### src/rtl/pc_predict_unit_pkg.sv
// -----------------------------------------------------------------------------
// pc_pred_pkg
// Shared types for the fetch-stage PC predictor: the 2-bit branch counter
// encoding, the BTB entry record, the default reset vector and the
// saturating counter helpers.
// No ports (package).
// -----------------------------------------------------------------------------
package pc_pred_pkg;

   // Widest address the BTB entry record can hold. Tags are stored
   // zero-extended into this field; targets are stored at this width.
   localparam int PC_DATA_W = 32;

   localparam logic [31:0] PC_RESET_VECTOR_DEFAULT = 32'hBFC0_0000;

   typedef enum logic [1:0] {
      STRONG_NT = 2'b00,
      WEAK_NT   = 2'b01,
      WEAK_T    = 2'b10,
      STRONG_T  = 2'b11
   } ctr_t;

   typedef struct packed {
      logic                 valid;
      logic [PC_DATA_W-1:0] tag;
      logic [PC_DATA_W-1:0] target;
      ctr_t                 ctr;
   } btb_entry_t;

   // Saturating increment: STRONG_T stays STRONG_T.
   function automatic ctr_t ctr_inc(input ctr_t c);
      case (c)
         STRONG_NT: return WEAK_NT;
         WEAK_NT:   return WEAK_T;
         WEAK_T:    return STRONG_T;
         default:   return STRONG_T;
      endcase
   endfunction

   // Saturating decrement: STRONG_NT stays STRONG_NT.
   function automatic ctr_t ctr_dec(input ctr_t c);
      case (c)
         STRONG_T: return WEAK_T;
         WEAK_T:   return WEAK_NT;
         WEAK_NT:  return STRONG_NT;
         default:  return STRONG_NT;
      endcase
   endfunction

endpackage

### src/rtl/pc_predict_unit_if.sv
// -----------------------------------------------------------------------------
// pc_predict_unit_if
// Bundle between the pipeline and the PC predictor.
//   master (pipeline side): drives en and the Execute resolve signals
//     (resolve_validE, takenE, is_jumpE, pcE, targetE, pred_takenE,
//     pred_targetE); receives pcF, pc_plus4F, pred_takenF, pred_targetF,
//     mispredictE.
//   slave (pc_predict_unit): the mirror image.
// -----------------------------------------------------------------------------
interface pc_predict_unit_if #(
   parameter int DATA_WIDTH = 32
);
   logic                  en;
   logic                  resolve_validE;
   logic                  takenE;
   logic                  is_jumpE;
   logic [DATA_WIDTH-1:0] pcE;
   logic [DATA_WIDTH-1:0] targetE;
   logic                  pred_takenE;
   logic [DATA_WIDTH-1:0] pred_targetE;
   logic [DATA_WIDTH-1:0] pcF;
   logic [DATA_WIDTH-1:0] pc_plus4F;
   logic                  pred_takenF;
   logic [DATA_WIDTH-1:0] pred_targetF;
   logic                  mispredictE;

   modport master (
      output en, resolve_validE, takenE, is_jumpE, pcE, targetE,
             pred_takenE, pred_targetE,
      input  pcF, pc_plus4F, pred_takenF, pred_targetF, mispredictE
   );

   modport slave (
      input  en, resolve_validE, takenE, is_jumpE, pcE, targetE,
             pred_takenE, pred_targetE,
      output pcF, pc_plus4F, pred_takenF, pred_targetF, mispredictE
   );
endinterface

### src/rtl/pc_predict_unit_btb.sv
// -----------------------------------------------------------------------------
// pc_btb
// Direct-mapped branch target buffer held in flops, with 2-bit saturating
// counters.
//   clk, rst         : clock, synchronous active-high reset
//   lookup_pc        : fetch PC to look up (combinational, no latency)
//   lookup_taken     : entry hits and its counter says taken
//   lookup_target    : stored target of the indexed entry
//   upd_valid        : a control-flow instruction resolved this cycle
//   upd_taken        : it was taken
//   upd_jump         : it was an unconditional jump
//   upd_pc           : its PC (supplies index and tag)
//   upd_target       : its LSB-cleared target
// A same-index read and write in one cycle returns the old entry.
// -----------------------------------------------------------------------------
module pc_btb
   import pc_pred_pkg::*;
#(
   parameter int DATA_WIDTH  = 32,
   parameter int BTB_ENTRIES = 16
) (
   input  logic                  clk,
   input  logic                  rst,
   input  logic [DATA_WIDTH-1:0] lookup_pc,
   output logic                  lookup_taken,
   output logic [DATA_WIDTH-1:0] lookup_target,
   input  logic                  upd_valid,
   input  logic                  upd_taken,
   input  logic                  upd_jump,
   input  logic [DATA_WIDTH-1:0] upd_pc,
   input  logic [DATA_WIDTH-1:0] upd_target
);
   localparam int IDX_W = $clog2(BTB_ENTRIES);
   localparam int TAG_W = DATA_WIDTH - IDX_W - 2;

   btb_entry_t       entries [BTB_ENTRIES];
   btb_entry_t       rd_entry;
   btb_entry_t       wr_entry;
   logic [IDX_W-1:0] rd_idx;
   logic [IDX_W-1:0] wr_idx;
   logic [TAG_W-1:0] rd_tag;
   logic [TAG_W-1:0] wr_tag;
   logic             wr_hit;

   // Instructions are word aligned, so the two PC LSBs never select anything.
   logic unused_lsbs;
   assign unused_lsbs = ^{lookup_pc[1:0], upd_pc[1:0]};

   assign rd_idx = lookup_pc[IDX_W+1:2];
   assign rd_tag = lookup_pc[DATA_WIDTH-1:IDX_W+2];
   assign wr_idx = upd_pc[IDX_W+1:2];
   assign wr_tag = upd_pc[DATA_WIDTH-1:IDX_W+2];

   // Lookup and training-side hit detection; tags compare zero-extended.
   always_comb begin
      rd_entry      = entries[rd_idx];
      wr_entry      = entries[wr_idx];
      lookup_taken  = rd_entry.valid
                      && (rd_entry.tag == PC_DATA_W'(rd_tag))
                      && (rd_entry.ctr inside {WEAK_T, STRONG_T});
      lookup_target = DATA_WIDTH'(rd_entry.target);
      wr_hit        = wr_entry.valid && (wr_entry.tag == PC_DATA_W'(wr_tag));
   end

   // Entry array: reset clears everything, otherwise train on resolves.
   always_ff @(posedge clk) begin
      if (rst) begin
         for (int i = 0; i < BTB_ENTRIES; i++) begin
            entries[i] <= '{valid: 1'b0, tag: '0, target: '0, ctr: WEAK_NT};
         end
      end else if (upd_valid) begin
         if (upd_taken) begin
            if (wr_hit) begin
               entries[wr_idx].target <= PC_DATA_W'(upd_target);
               entries[wr_idx].ctr    <= upd_jump ? STRONG_T : ctr_inc(wr_entry.ctr);
            end else begin
               // Allocate; whatever aliased into this slot is lost.
               entries[wr_idx] <= '{valid:  1'b1,
                                    tag:    PC_DATA_W'(wr_tag),
                                    target: PC_DATA_W'(upd_target),
                                    ctr:    (upd_jump ? STRONG_T : WEAK_T)};
            end
         end else if (wr_hit) begin
            entries[wr_idx].ctr <= ctr_dec(wr_entry.ctr);
         end
      end
   end

endmodule

### src/rtl/pc_predict_unit.sv
// -----------------------------------------------------------------------------
// pc_predict_unit
// Fetch-stage PC generator. Holds pcF, predicts the next fetch address from
// a BTB, detects mispredictions reported by Execute and redirects fetch.
//   clk  : clock, all state on the rising edge
//   rst  : synchronous active-high reset (pcF <= RESET_VECTOR, BTB cleared)
//   bus  : pc_predict_unit_if.slave -- en, Execute resolve inputs, and the
//          outputs pcF (registered), pc_plus4F, pred_takenF, pred_targetF,
//          mispredictE (the last three combinational)
// Build option: define PC_BTB_EN to include the BTB. Without it the unit
// predicts static not-taken and every taken resolve is a mispredict.
// -----------------------------------------------------------------------------
module pc_predict_unit
   import pc_pred_pkg::*;
#(
   parameter int                    DATA_WIDTH   = 32,
   parameter logic [DATA_WIDTH-1:0] RESET_VECTOR = DATA_WIDTH'(PC_RESET_VECTOR_DEFAULT),
   parameter int                    BTB_ENTRIES  = 16
) (
   input  logic              clk,
   input  logic              rst,
   pc_predict_unit_if.slave  bus
);
   logic [DATA_WIDTH-1:0] pc_q;
   logic [DATA_WIDTH-1:0] pc_plus4;
   logic [DATA_WIDTH-1:0] actual_next;
   logic [DATA_WIDTH-1:0] pred_target;
   logic                  pred_taken;
   logic                  mispredict;

   // Carries out of the MSB are dropped: PC arithmetic wraps.
   assign pc_plus4    = pc_q + DATA_WIDTH'(4);
   // Jump targets can be odd (JALR); the LSB is forced to zero.
   assign actual_next = bus.takenE ? {bus.targetE[DATA_WIDTH-1:1], 1'b0}
                                   : bus.pcE + DATA_WIDTH'(4);

`ifdef PC_BTB_EN
   logic                  btb_taken;
   logic [DATA_WIDTH-1:0] btb_target;
   logic                  unused_tgt_lsb;

   assign unused_tgt_lsb = bus.targetE[0];

   pc_btb #(
      .DATA_WIDTH  (DATA_WIDTH),
      .BTB_ENTRIES (BTB_ENTRIES)
   ) u_btb (
      .clk           (clk),
      .rst           (rst),
      .lookup_pc     (pc_q),
      .lookup_taken  (btb_taken),
      .lookup_target (btb_target),
      .upd_valid     (bus.resolve_validE),
      .upd_taken     (bus.takenE),
      .upd_jump      (bus.is_jumpE),
      .upd_pc        (bus.pcE),
      .upd_target    (actual_next)
   );

   // Prediction from the BTB; mispredict compares direction and, if taken, target.
   always_comb begin
      pred_taken  = btb_taken;
      pred_target = btb_taken ? btb_target : pc_plus4;
      if (bus.resolve_validE) begin
         mispredict = (bus.pred_takenE != bus.takenE)
                      || (bus.takenE && (bus.pred_targetE != actual_next));
      end else begin
         mispredict = 1'b0;
      end
   end
`else
   // Static not-taken: the carried prediction is irrelevant.
   logic unused_pred;
   assign unused_pred = ^{bus.pred_takenE, bus.pred_targetE, bus.is_jumpE, bus.targetE[0]};

   // Static not-taken prediction; any taken resolve redirects.
   always_comb begin
      pred_taken  = 1'b0;
      pred_target = pc_plus4;
      if (bus.resolve_validE) begin
         mispredict = bus.takenE;
      end else begin
         mispredict = 1'b0;
      end
   end
`endif

   // Fetch PC: reset, then redirect (even while stalled), then stall, then predict.
   always_ff @(posedge clk) begin
      if (rst) begin
         pc_q <= RESET_VECTOR;
      end else if (mispredict) begin
         pc_q <= actual_next;
      end else if (bus.en) begin
         pc_q <= pred_target;
      end else begin
         pc_q <= pc_q;
      end
   end

   assign bus.pcF          = pc_q;
   assign bus.pc_plus4F    = pc_plus4;
   assign bus.pred_takenF  = pred_taken;
   assign bus.pred_targetF = pred_target;
   assign bus.mispredictE  = mispredict;

endmodule

### src/flat_wrapper.sv
// flat-port wrapper written by rule: the top's interface ports become plain ports
module pc_predict_unit_flat import pc_pred_pkg::*;
#(
   parameter int                    DATA_WIDTH   = 32,
   parameter logic [DATA_WIDTH-1:0] RESET_VECTOR = DATA_WIDTH'(PC_RESET_VECTOR_DEFAULT),
   parameter int                    BTB_ENTRIES  = 16
)
  (clk, rst, bus_en, bus_resolve_validE, bus_takenE, bus_is_jumpE, bus_pcE, bus_targetE, bus_pred_takenE, bus_pred_targetE, bus_pcF, bus_pc_plus4F, bus_pred_takenF, bus_pred_targetF, bus_mispredictE);
  pc_predict_unit_if #(.DATA_WIDTH(DATA_WIDTH)) bus_i ();
  input  logic clk;
  input  logic rst;
  input wire logic [$bits(bus_i.en)-1:0] bus_en;
  input wire logic [$bits(bus_i.resolve_validE)-1:0] bus_resolve_validE;
  input wire logic [$bits(bus_i.takenE)-1:0] bus_takenE;
  input wire logic [$bits(bus_i.is_jumpE)-1:0] bus_is_jumpE;
  input wire logic [$bits(bus_i.pcE)-1:0] bus_pcE;
  input wire logic [$bits(bus_i.targetE)-1:0] bus_targetE;
  input wire logic [$bits(bus_i.pred_takenE)-1:0] bus_pred_takenE;
  input wire logic [$bits(bus_i.pred_targetE)-1:0] bus_pred_targetE;
  output wire logic [$bits(bus_i.pcF)-1:0] bus_pcF;
  output wire logic [$bits(bus_i.pc_plus4F)-1:0] bus_pc_plus4F;
  output wire logic [$bits(bus_i.pred_takenF)-1:0] bus_pred_takenF;
  output wire logic [$bits(bus_i.pred_targetF)-1:0] bus_pred_targetF;
  output wire logic [$bits(bus_i.mispredictE)-1:0] bus_mispredictE;
  assign bus_i.en = bus_en;
  assign bus_i.resolve_validE = bus_resolve_validE;
  assign bus_i.takenE = bus_takenE;
  assign bus_i.is_jumpE = bus_is_jumpE;
  assign bus_i.pcE = bus_pcE;
  assign bus_i.targetE = bus_targetE;
  assign bus_i.pred_takenE = bus_pred_takenE;
  assign bus_i.pred_targetE = bus_pred_targetE;
  assign bus_pcF = bus_i.pcF;
  assign bus_pc_plus4F = bus_i.pc_plus4F;
  assign bus_pred_takenF = bus_i.pred_takenF;
  assign bus_pred_targetF = bus_i.pred_targetF;
  assign bus_mispredictE = bus_i.mispredictE;
  pc_predict_unit #(.DATA_WIDTH(DATA_WIDTH), .RESET_VECTOR(RESET_VECTOR), .BTB_ENTRIES(BTB_ENTRIES)) u_core (.clk(clk), .rst(rst), .bus(bus_i));
endmodule
### config.mk
export PLATFORM = sky130hd
export DESIGN_NAME = pc_predict_unit_flat
export DESIGN_NICKNAME = d
export VERILOG_FILES = /design/src/rtl/pc_predict_unit_pkg.sv /design/src/rtl/pc_predict_unit_if.sv /design/src/rtl/pc_predict_unit_btb.sv /design/src/rtl/pc_predict_unit.sv /design/src/flat_wrapper.sv
export SDC_FILE = /design/constraint.sdc
export NUM_CORES = 1
export LEC_CHECK = 0
export ABC_CLOCK_PERIOD_IN_PS = 2900
export CAP_MARGIN = 10
export CORE_ASPECT_RATIO = 1.1
export CORE_MARGIN = 3
export CORE_UTILIZATION = 34
export CTS_CLUSTER_SIZE = 10
export DETAILED_ROUTE_END_ITERATION = 16
export GPL_TIMING_DRIVEN = 0
export PLACE_DENSITY = 0.86
export SYNTH_ARGS = -nofsm -noshare
export SYNTH_HDL_FRONTEND = slang
export SYNTH_HIERARCHICAL = 1
export SYNTH_SLANG_ARGS = --single-unit
### constraint.sdc
create_clock -name clk -period 2.9 [get_ports clk]
set_input_delay 0.58 -clock clk [delete_from_list [all_inputs] [get_ports clk]]
set_output_delay 0.58 -clock clk [all_outputs]
set_load 0.05 [all_outputs]
Yosys cells after proc, flatten, opt, wreduce, memory -nomap -nowiden
Cells that the tools add are included.

word-level totals
  register bits = 32
  bits of input ports = 103
  output and inout port bits = 98
  logic and storage cells = 8

cells by class
  add/subtract/negate cells = 2
  multiplexer cells = 4
  reductions and logical operators = 1

operator list
  cell                                            number
  two-way mux 32 bit                              3
  adder 32 x 3 -> 32 bit (second input constant)  2
  nonzero test 2 bit                              1
  two-way mux 1 bit                               1

Depth between registers and ports, before layout
Gate-level depths: netlist of the first run.

  word-level depth = 3
  depth in mapped cells = 8
  depth with buffers taken out = 6

Worst setup path before layout of the first run
No wires, ideal clock.

  path kind = reg2out
  start point = register u_core.pc_q[2] (netlist: u_core/bus.pcF[2])
  end point = output bus_pred_targetF[26]
  arrival = 3.170 ns
  data required time = 2.320 ns
  slack = -0.850 ns
  cell stages (with the launch flop) = 8
  buffers on the path = 1
  path through = dfxtp_1 -> ha_1 -> nand4_1 -> or2_2 -> nor4_4 -> nand3_1 -> xnor2_1 -> buf_4

on the way
  word-level cells in the longest chain between the ends = 1

RTL lines
  item                    RTL line               RTL
  from (decl)             pc_predict_unit.sv:24  logic [DATA_WIDTH-1:0] pc_q;
  from (signal assigned)  pc_predict_unit.sv:93  pc_q <= actual_next;
  from (signal assigned)  pc_predict_unit.sv:95  pc_q <= pred_target;
  from (signal assigned)  pc_predict_unit.sv:97  pc_q <= pc_q;
  adder 32 x 3 -> 32 bit  pc_predict_unit.sv:32  assign pc_plus4 = pc_q + DATA_WIDTH'(4);
  to (decl)               flat_wrapper.sv:23     output wire logic [$bits(bus_i.pred_targetF)-1:0] bus_pred_targetF;

Every way passes these cells.

Worst setup path after layout of the first run
  start point = register u_core.pc_q[3] (netlist: u_core/bus.pcF[3])
  end point = output bus_pred_targetF[26]

Same word-level chain as after synthesis.

==> results.rst, run 1 <==
.. list-table::
   :header-rows: 1

   * - Metric
     - Value
   * - Status
     - finished clean
   * - Final slew viol count
     - 0
   * - Clock-pin slew on the worst setup and hold paths
     - 70 ps
   * - DRC marker count from the first detailed-route iteration
     - 172
   * - Class of the tightest hold or removal check
     - reg -> reg
   * - Net switching fraction of the power
     - 42.9%
   * - Drt drc
     - 0
   * - Reg with most FFs
     - u_core/bus.pcF
   * - Number of nets with antenna violations after detailed routing
     - 0
   * - Cell area after placement
     - 4280 sq um
   * - Portion of total power attributed to combinational logic
     - 46.1%
   * - Sequential fraction of the synthesis area
     - 25.5%
   * - Final setup violation count
     - 0
   * - Clock network power share
     - 22.9%
   * - Effective utilization at floorplan
     - 35.4%
   * - Data arrival at the endpoint of the critical path
     - 2260 ps
   * - Design internal power
     - 0.991 mW
   * - First-pass DRT Iterations
     - 4
   * - Cell Area, Synth
     - 2510 sq um
   * - Synthesized flop and latch total
     - 32
   * - Commonest cells after routing, fill and taps aside
     - 83 x clkdlybuf4s50_1, 47 x buf_4, 30 x nor2_1, 24 x nand2_1, 24 x a211oi_1
   * - Maximum number of pins on one net before global-route repair
     - 11
   * - Detailed Route WL
     - 8.68 mm
   * - Power, Total
     - 1.74 mW
   * - Pin slew with the least headroom to its limit
     - 651 ps
   * - Net count of the finished layout
     - 571
   * - Number of flip-flops under the largest register name
     - 32
   * - Final clock skew
     - 6.70 ps
   * - Final weighted congestion in routability-driven placement
     - 0.894
   * - CP Buf/Inv Count
     - 3
   * - Netlist cell types
     - 41
   * - Average wire length per cell after detail routing
     - 15.7 microns
   * - Skew-Pair Late Insertion Delay
     - 290 ps
   * - Floorplan Core Area
     - 7090 sq um
   * - Worst rel slew slack
     - 56.6%
   * - Level count of the clock H-tree
     - 2
   * - Timing-limited maximum frequency
     - 352 MHz
   * - Sequence of cells on the critical path
     - ha_4 > nand4_1 > or2_4 > nor4_4 > buf_6 > nand3_4 > xnor2_4 > buf_6 > buf_6
   * - Final cell count without fillers
     - 553
   * - Pwr/cell area
     - 391 nW/um^2
   * - Clock tree from TritonCTS
     - built
   * - Overall track demand over capacity in global routing
     - 20.4%
   * - CP Capture Type
     - primary output
   * - Total inserted antenna cells
     - 0
   * - RSZ-0062 raised after global routing
     - true
   * - Proportion of power drawn by flip-flops and latches
     - 31.1%
   * - Psw
     - 0.746 mW
   * - Slowest library cell on the worst path
     - dfxtp_4
   * - Number of cells on the critical path
     - 9
   * - Top cell family by delay on the critical path
     - simple AND/OR/NAND/NOR gates
   * - Post-Route Utilization
     - 62.7%
   * - Depth of the most critical reg-to-reg path
     - 6
   * - Top cell by count, worst path
     - buf_6
   * - Setup slack on the worst flop-to-flop path
     - 870 ps
   * - HPWL reported at the end of detailed placement
     - 6.62 mm
   * - Instance count after placement with tap cells included
     - 540
   * - Post-synthesis cell count
     - 324
   * - Max clock buf depth
     - 2
   * - Leakage power
     - 1.88 nW
   * - Area grow syn2layout
     - 76.9%
   * - Total clock sinks
     - 32
   * - Commonest non-fill, non-tap cell in the layout
     - clkdlybuf4s50_1
   * - Biggest regs
     - u_core/bus.pcF (32)
   * - Num CTS Buffers
     - 5
   * - Data required time of the worst path
     - 2320 ps
   * - Clk Tree Root Cell
     - clkbuf_8
   * - Launching element type of the critical path
     - flop
   * - Minimum period implied by the final worst setup slack
     - 2840 ps
   * - Height of the chip
     - 96.1 microns
   * - Initial antenna violation count
     - 0
   * - Count of input and output buffers
     - 131
   * - Drt via density
     - 5.12
   * - Average cell area after synthesis
     - 7.75 sq um
   * - # rows
     - 32
   * - Fraction of final layout cells with drive strength greater than 1
     - 32.9%
   * - Critical-path maximum fanout
     - 5
   * - Min-Delay Path Depth
     - 2
   * - Largest stage delay on the critical path
     - 370 ps
   * - Reported max-cap violation count
     - 0
   * - Number of enable-type register cells in the synthesized netlist
     - 0
   * - GRT overflow
     - 0
   * - Critical path class
     - reg -> out
   * - Total Die Area
     - 8450 sq um
   * - Post-cts hold buffer count
     - 0
   * - Total via count in the routed design
     - 2833
   * - Largest vdd supply drop
     - 0.267 mV
   * - Number of endpoints with negative hold slack in the final report
     - 0
   * - Post-synthesis async set-or-reset flop share
     - 0%
   * - Net count of the mapped netlist
     - 428
   * - Count of pins on the block boundary
     - 201
   * - Finished Cell Area
     - 4440 sq um
   * - Global-route wire length before repair
     - 13.7 mm
   * - Die W
     - 87.9 microns
   * - Tcrit/Tclk final
     - 98.0%
   * - Via count of the first global-routing pass
     - 2813
   * - Ys flop type
     - dfxtp_1
   * - YS warnings
     - 6
## metrics by stage
stage	setup TNS [ps]	hold WS (ps)	setup WS, ps
after detailed placement	-11120	493	-675
after global routing	-145	549	-31.3
final	0	495	57.5
after CTS	-6.49	502	-6.49
after global placement	-9820	484	-655
after floorplan	-317	651	-101
## what timing repair did
action	4_1_cts	5_1_grt
pin swaps	4	6
gates resized for setup	164	34
setup buffers	5	5
endpoints found under the setup margin	47	40
## cell families (layout without fill, tap and decap cells)
| logic type | after synthesis | in the layout | synth area share, % |
|---|---|---|---|
| DFF | 32 | 32 | 25.5 |
| other | 1 | 1 | 0.149 |
| muxes | 1 | 1 | 0.399 |
| adders and majority gates | 1 | 1 | 0.498 |
| and+or+nand+nor | 142 | 142 | 31.1 |
| AOI/OAI and AO/OA | 35 | 35 | 10.2 |
| xor gates and xnor gates | 49 | 49 | 17.1 |
| buffers and inverters | 63 | 207 | 15.0 |
## tightest hold or removal path, cell delays in order (launching register included)
cell and delay (ps):
dfxtp_1 340, nand2_1 60, a21oi_1 50
## cells in the mapped netlist, drive strengths merged, types with 2 or more instances
cell type / instances / share of area [%]
buf: 48 / 13
dfxtp: 32 / 26
nor2: 32 / 4.9
nand2: 28 / 4.2
xor2: 26 / 9.1
a211oi: 24 / 7.2
xnor2: 23 / 8.0
nor3: 21 / 5.3
nand3: 19 / 4.2
nand4: 13 / 4.1
and3: 10 / 2.5
clkbuf: 10 / 1.5
inv: 5 / 0.75
nor4: 5 / 2.1
or3: 4 / 1.0
and2: 3 / 0.75
nand3b: 3 / 0.90
a21oi: 2 / 0.40
nor4b: 2 / 0.70
o21ai: 2 / 0.40
o31ai: 2 / 0.60
## layer usage
layer	global-route usage, %	vias up	wire length [microns]
met2	35.7	132	4400
met4	7.80	0	128
met5	0	-	0
li1	-	1373	-
met3	5.05	12	795
met1	23.8	1316	3360
## worst paths after layout
check	start	to
worst max-delay path	u_core/bus.pcF[3]	bus_pred_targetF[26]
worst min register to register	u_core/bus.pcF[1]	u_core/bus.pcF[1]
worst max register to register	u_core/bus.pcF[23]	u_core/bus.pcF[31]
worst min-delay path	u_core/bus.pcF[1]	u_core/bus.pcF[1]
## cell type report
cell class,instances,area [sq um]
buffer,53,359
clock buffer,7,97.6
clock inverter,1,5.00
fill,613,2640
inverter,5,18.8
multi-input combinational,229,1840
sequential,32,688
tap,85,106
timing repair buffer,141,1330
## power by group through the flow
stage / Clock [mW] / Combinational (mW) / Sequential [mW]
finish: 0.397 / 0.800 / 0.539
global route: 0.423 / 0.836 / 0.547
CTS: 0.401 / 0.802 / 0.532
detailed placement: 0 / 0.817 / 0.542
global placement: 0 / 0.808 / 0.539
floorplan: 0 / 0.456 / 0.635
Power figures use the tool's default switching activity.
==> inputs of run 2 (changes only) <==
--- a/config.mk
+++ b/config.mk
@@ -12,7 +12,6 @@
 export CORE_UTILIZATION = 34
 export CTS_CLUSTER_SIZE = 10
 export DETAILED_ROUTE_END_ITERATION = 16
-export GPL_TIMING_DRIVEN = 0
 export PLACE_DENSITY = 0.86
 export SYNTH_ARGS = -nofsm -noshare
 export SYNTH_HDL_FRONTEND = slang
==> results.rst, run 2 (same netlist as run 1, synthesis figures left out) <==
.. list-table::
   :header-rows: 1

   * - Metric
     - Value
   * - DRC marker count from the first detailed-route iteration
     - 114
   * - GRT overflow
     - 0
   * - Instance count after placement with tap cells included
     - 495
   * - Final cell count without fillers
     - 508
   * - Pin slew with the least headroom to its limit
     - 550 ps
   * - Overall track demand over capacity in global routing
     - 18.8%
   * - Data arrival at the endpoint of the critical path
     - 2230 ps
   * - Clock network power share
     - 19.4%
   * - Net count of the finished layout
     - 526
   * - Biggest regs
     - u_core/bus.pcF (32)
   * - Commonest cells after routing, fill and taps aside
     - 85 x clkdlybuf4s50_1, 37 x buf_12, 31 x nor2_1, 26 x buf_4, 25 x nand2_1
   * - Leakage power
     - 1.80 nW
   * - Timing-limited maximum frequency
     - 356 MHz
   * - Floorplan Core Area
     - 7090 sq um
   * - Register area
     - 681 sq um
   * - # fillers
     - 559
   * - Sum of negative setup slack
     - 0 ps
   * - Largest vdd supply drop
     - 0.268 mV
   * - RSZ-0062 raised after global routing
     - false
   * - Finished Cell Area
     - 4490 sq um
   * - Average wire length per cell after detail routing
     - 15.7 microns
   * - Startpoint of the worst hold path
     - u_core/bus.pcF[1]
   * - CP Capture Type
     - primary output
   * - Initial antenna violation count
     - 0
   * - Power, Total
     - 1.73 mW
   * - Final weighted congestion in routability-driven placement
     - 0.811
   * - Clk Tree Root Cell
     - clkbuf_8
   * - Total via count in the routed design
     - 2623
   * - Clock tree from TritonCTS
     - built
   * - Critical-path maximum fanout
     - 5
   * - Via count of the first global-routing pass
     - 2657
   * - Drt via density
     - 5.16
   * - Proportion of power drawn by flip-flops and latches
     - 31.3%
   * - Final slew viol count
     - 0
   * - Count of pins on the block boundary
     - 201
   * - Setup slack on the worst flop-to-flop path
     - 970 ps
   * - Count of input and output buffers
     - 132
   * - Number of flip-flops under the largest register name
     - 32
   * - Status
     - finished clean
   * - RR Startpoint
     - u_core/bus.pcF[3]
   * - Critical path class
     - reg -> out
   * - Fraction of final layout cells with drive strength greater than 1
     - 30.3%
   * - Reg with most FFs
     - u_core/bus.pcF
   * - # rows
     - 32
   * - Portion of total power attributed to combinational logic
     - 49.4%
   * - Multi-input combinational cell area
     - 1800 sq um
   * - Effective utilization at floorplan
     - 35.4%
   * - Number of nets with antenna violations after detailed routing
     - 0
   * - First-pass DRT Iterations
     - 4
   * - Class of the tightest hold or removal check
     - reg -> reg
   * - Height of the chip
     - 96.1 microns
   * - Total clock sinks
     - 32
   * - Clock-pin slew on the worst setup and hold paths
     - 70 ps
   * - HPWL reported at the end of detailed placement
     - 6.10 mm
   * - Psw
     - 0.735 mW
   * - Commonest non-fill, non-tap cell in the layout
     - clkdlybuf4s50_1
   * - Drt drc
     - 0
   * - Reported max-cap violation count
     - 0
   * - Skew-Pair Late Insertion Delay
     - 280 ps
   * - Num CTS Buffers
     - 5
   * - Total inserted antenna cells
     - 0
   * - Detailed Route WL
     - 7.99 mm
   * - Launching element of the worst setup path
     - u_core/bus.pcF[3]
   * - Number of endpoints with negative hold slack in the final report
     - 0
   * - Maximum number of pins on one net before global-route repair
     - 56
   * - Net switching fraction of the power
     - 42.6%
   * - Final clock skew
     - 7.21 ps
   * - Design internal power
     - 0.991 mW
   * - Data required time of the worst path
     - 2320 ps
   * - Tcrit/Tclk final
     - 97.0%
   * - Global-route wire length before repair
     - 12.6 mm
   * - Worst rel slew slack
     - 63.3%
   * - Worst slack at placement
     - 193 ps
   * - Worst-case setup margin in the final layout
     - 88.3 ps
   * - Pwr/cell area
     - 384 nW/um^2
   * - Level count of the clock H-tree
     - 2
   * - Die W
     - 87.9 microns
   * - Launching element type of the critical path
     - flop
   * - Final setup violation count
     - 0
   * - Area grow syn2layout
     - 78.7%
   * - Minimum period implied by the final worst setup slack
     - 2810 ps
   * - Max clock buf depth
     - 2
   * - Cell area after placement
     - 4340 sq um
   * - Total Die Area
     - 8450 sq um
[run 2: worst paths after layout]
path              depth (start not counted)                 end
setup reg to reg                          8  u_core/bus.pcF[22]
hold / removal                            2   u_core/bus.pcF[1]
hold reg to reg                           2   u_core/bus.pcF[1]
setup / recovery                          8   bus_pc_plus4F[26]
[run 2: final cells by class]
class                   instances  share of cell area, %
inverters                       5                  0.418
multi-input cells             229                   40.2
clock inverters                 1                  0.112
repair buffers                149                   40.1
clock buffers                   7                   1.70
well taps                      85                   2.37
flip-flops and latches         32                   15.2
[run 2: what timing repair did]
item                                    CTS  global route
pin swaps                                 2             2
setup buffers                             1             4
endpoints found under the setup margin   12             8
hold buffers                              0             0
gates resized for setup                   3             3
[run 2: power by group through the flow]
stage | sequential [mW] | combinational [mW] | clock (mW)
6_report | 0.540 | 0.852 | 0.334
2_1_floorplan | 0.635 | 0.456 | 0
3_5_place_dp | 0.552 | 0.840 | 0
4_1_cts | 0.542 | 0.844 | 0.344
3_3_place_gp | 0.548 | 0.830 | 0
5_1_grt | 0.547 | 0.885 | 0.359
[run 2: metal layers]
metal | GRT usage, % | vias up | share of wire, %
li1 | - | 1287 | -
met1 | 22.2 | 1222 | 41
met2 | 33.6 | 107 | 51
met3 | 4.54 | 7 | 7.5
met4 | 5.37 | 0 | 0.81
met5 | 0 | - | 0
[run 2: worst max-delay path: stages, from the launching register on]
cell	delay, ps
dfxtp_4	370
ha_4	150
nand4_1	120
or2_4	310
nor4_4	280
buf_6	190
nand3_4	100
xnor2_4	260
buf_12	170
[run 2: through the flow]
stage	util [%]	hold slack (ps)
after floorplan	-	651
after global placement	61.2	476
after detailed placement	61.2	495
after CTS	62.7	504
after global routing	63.3	539
final	63.3	504
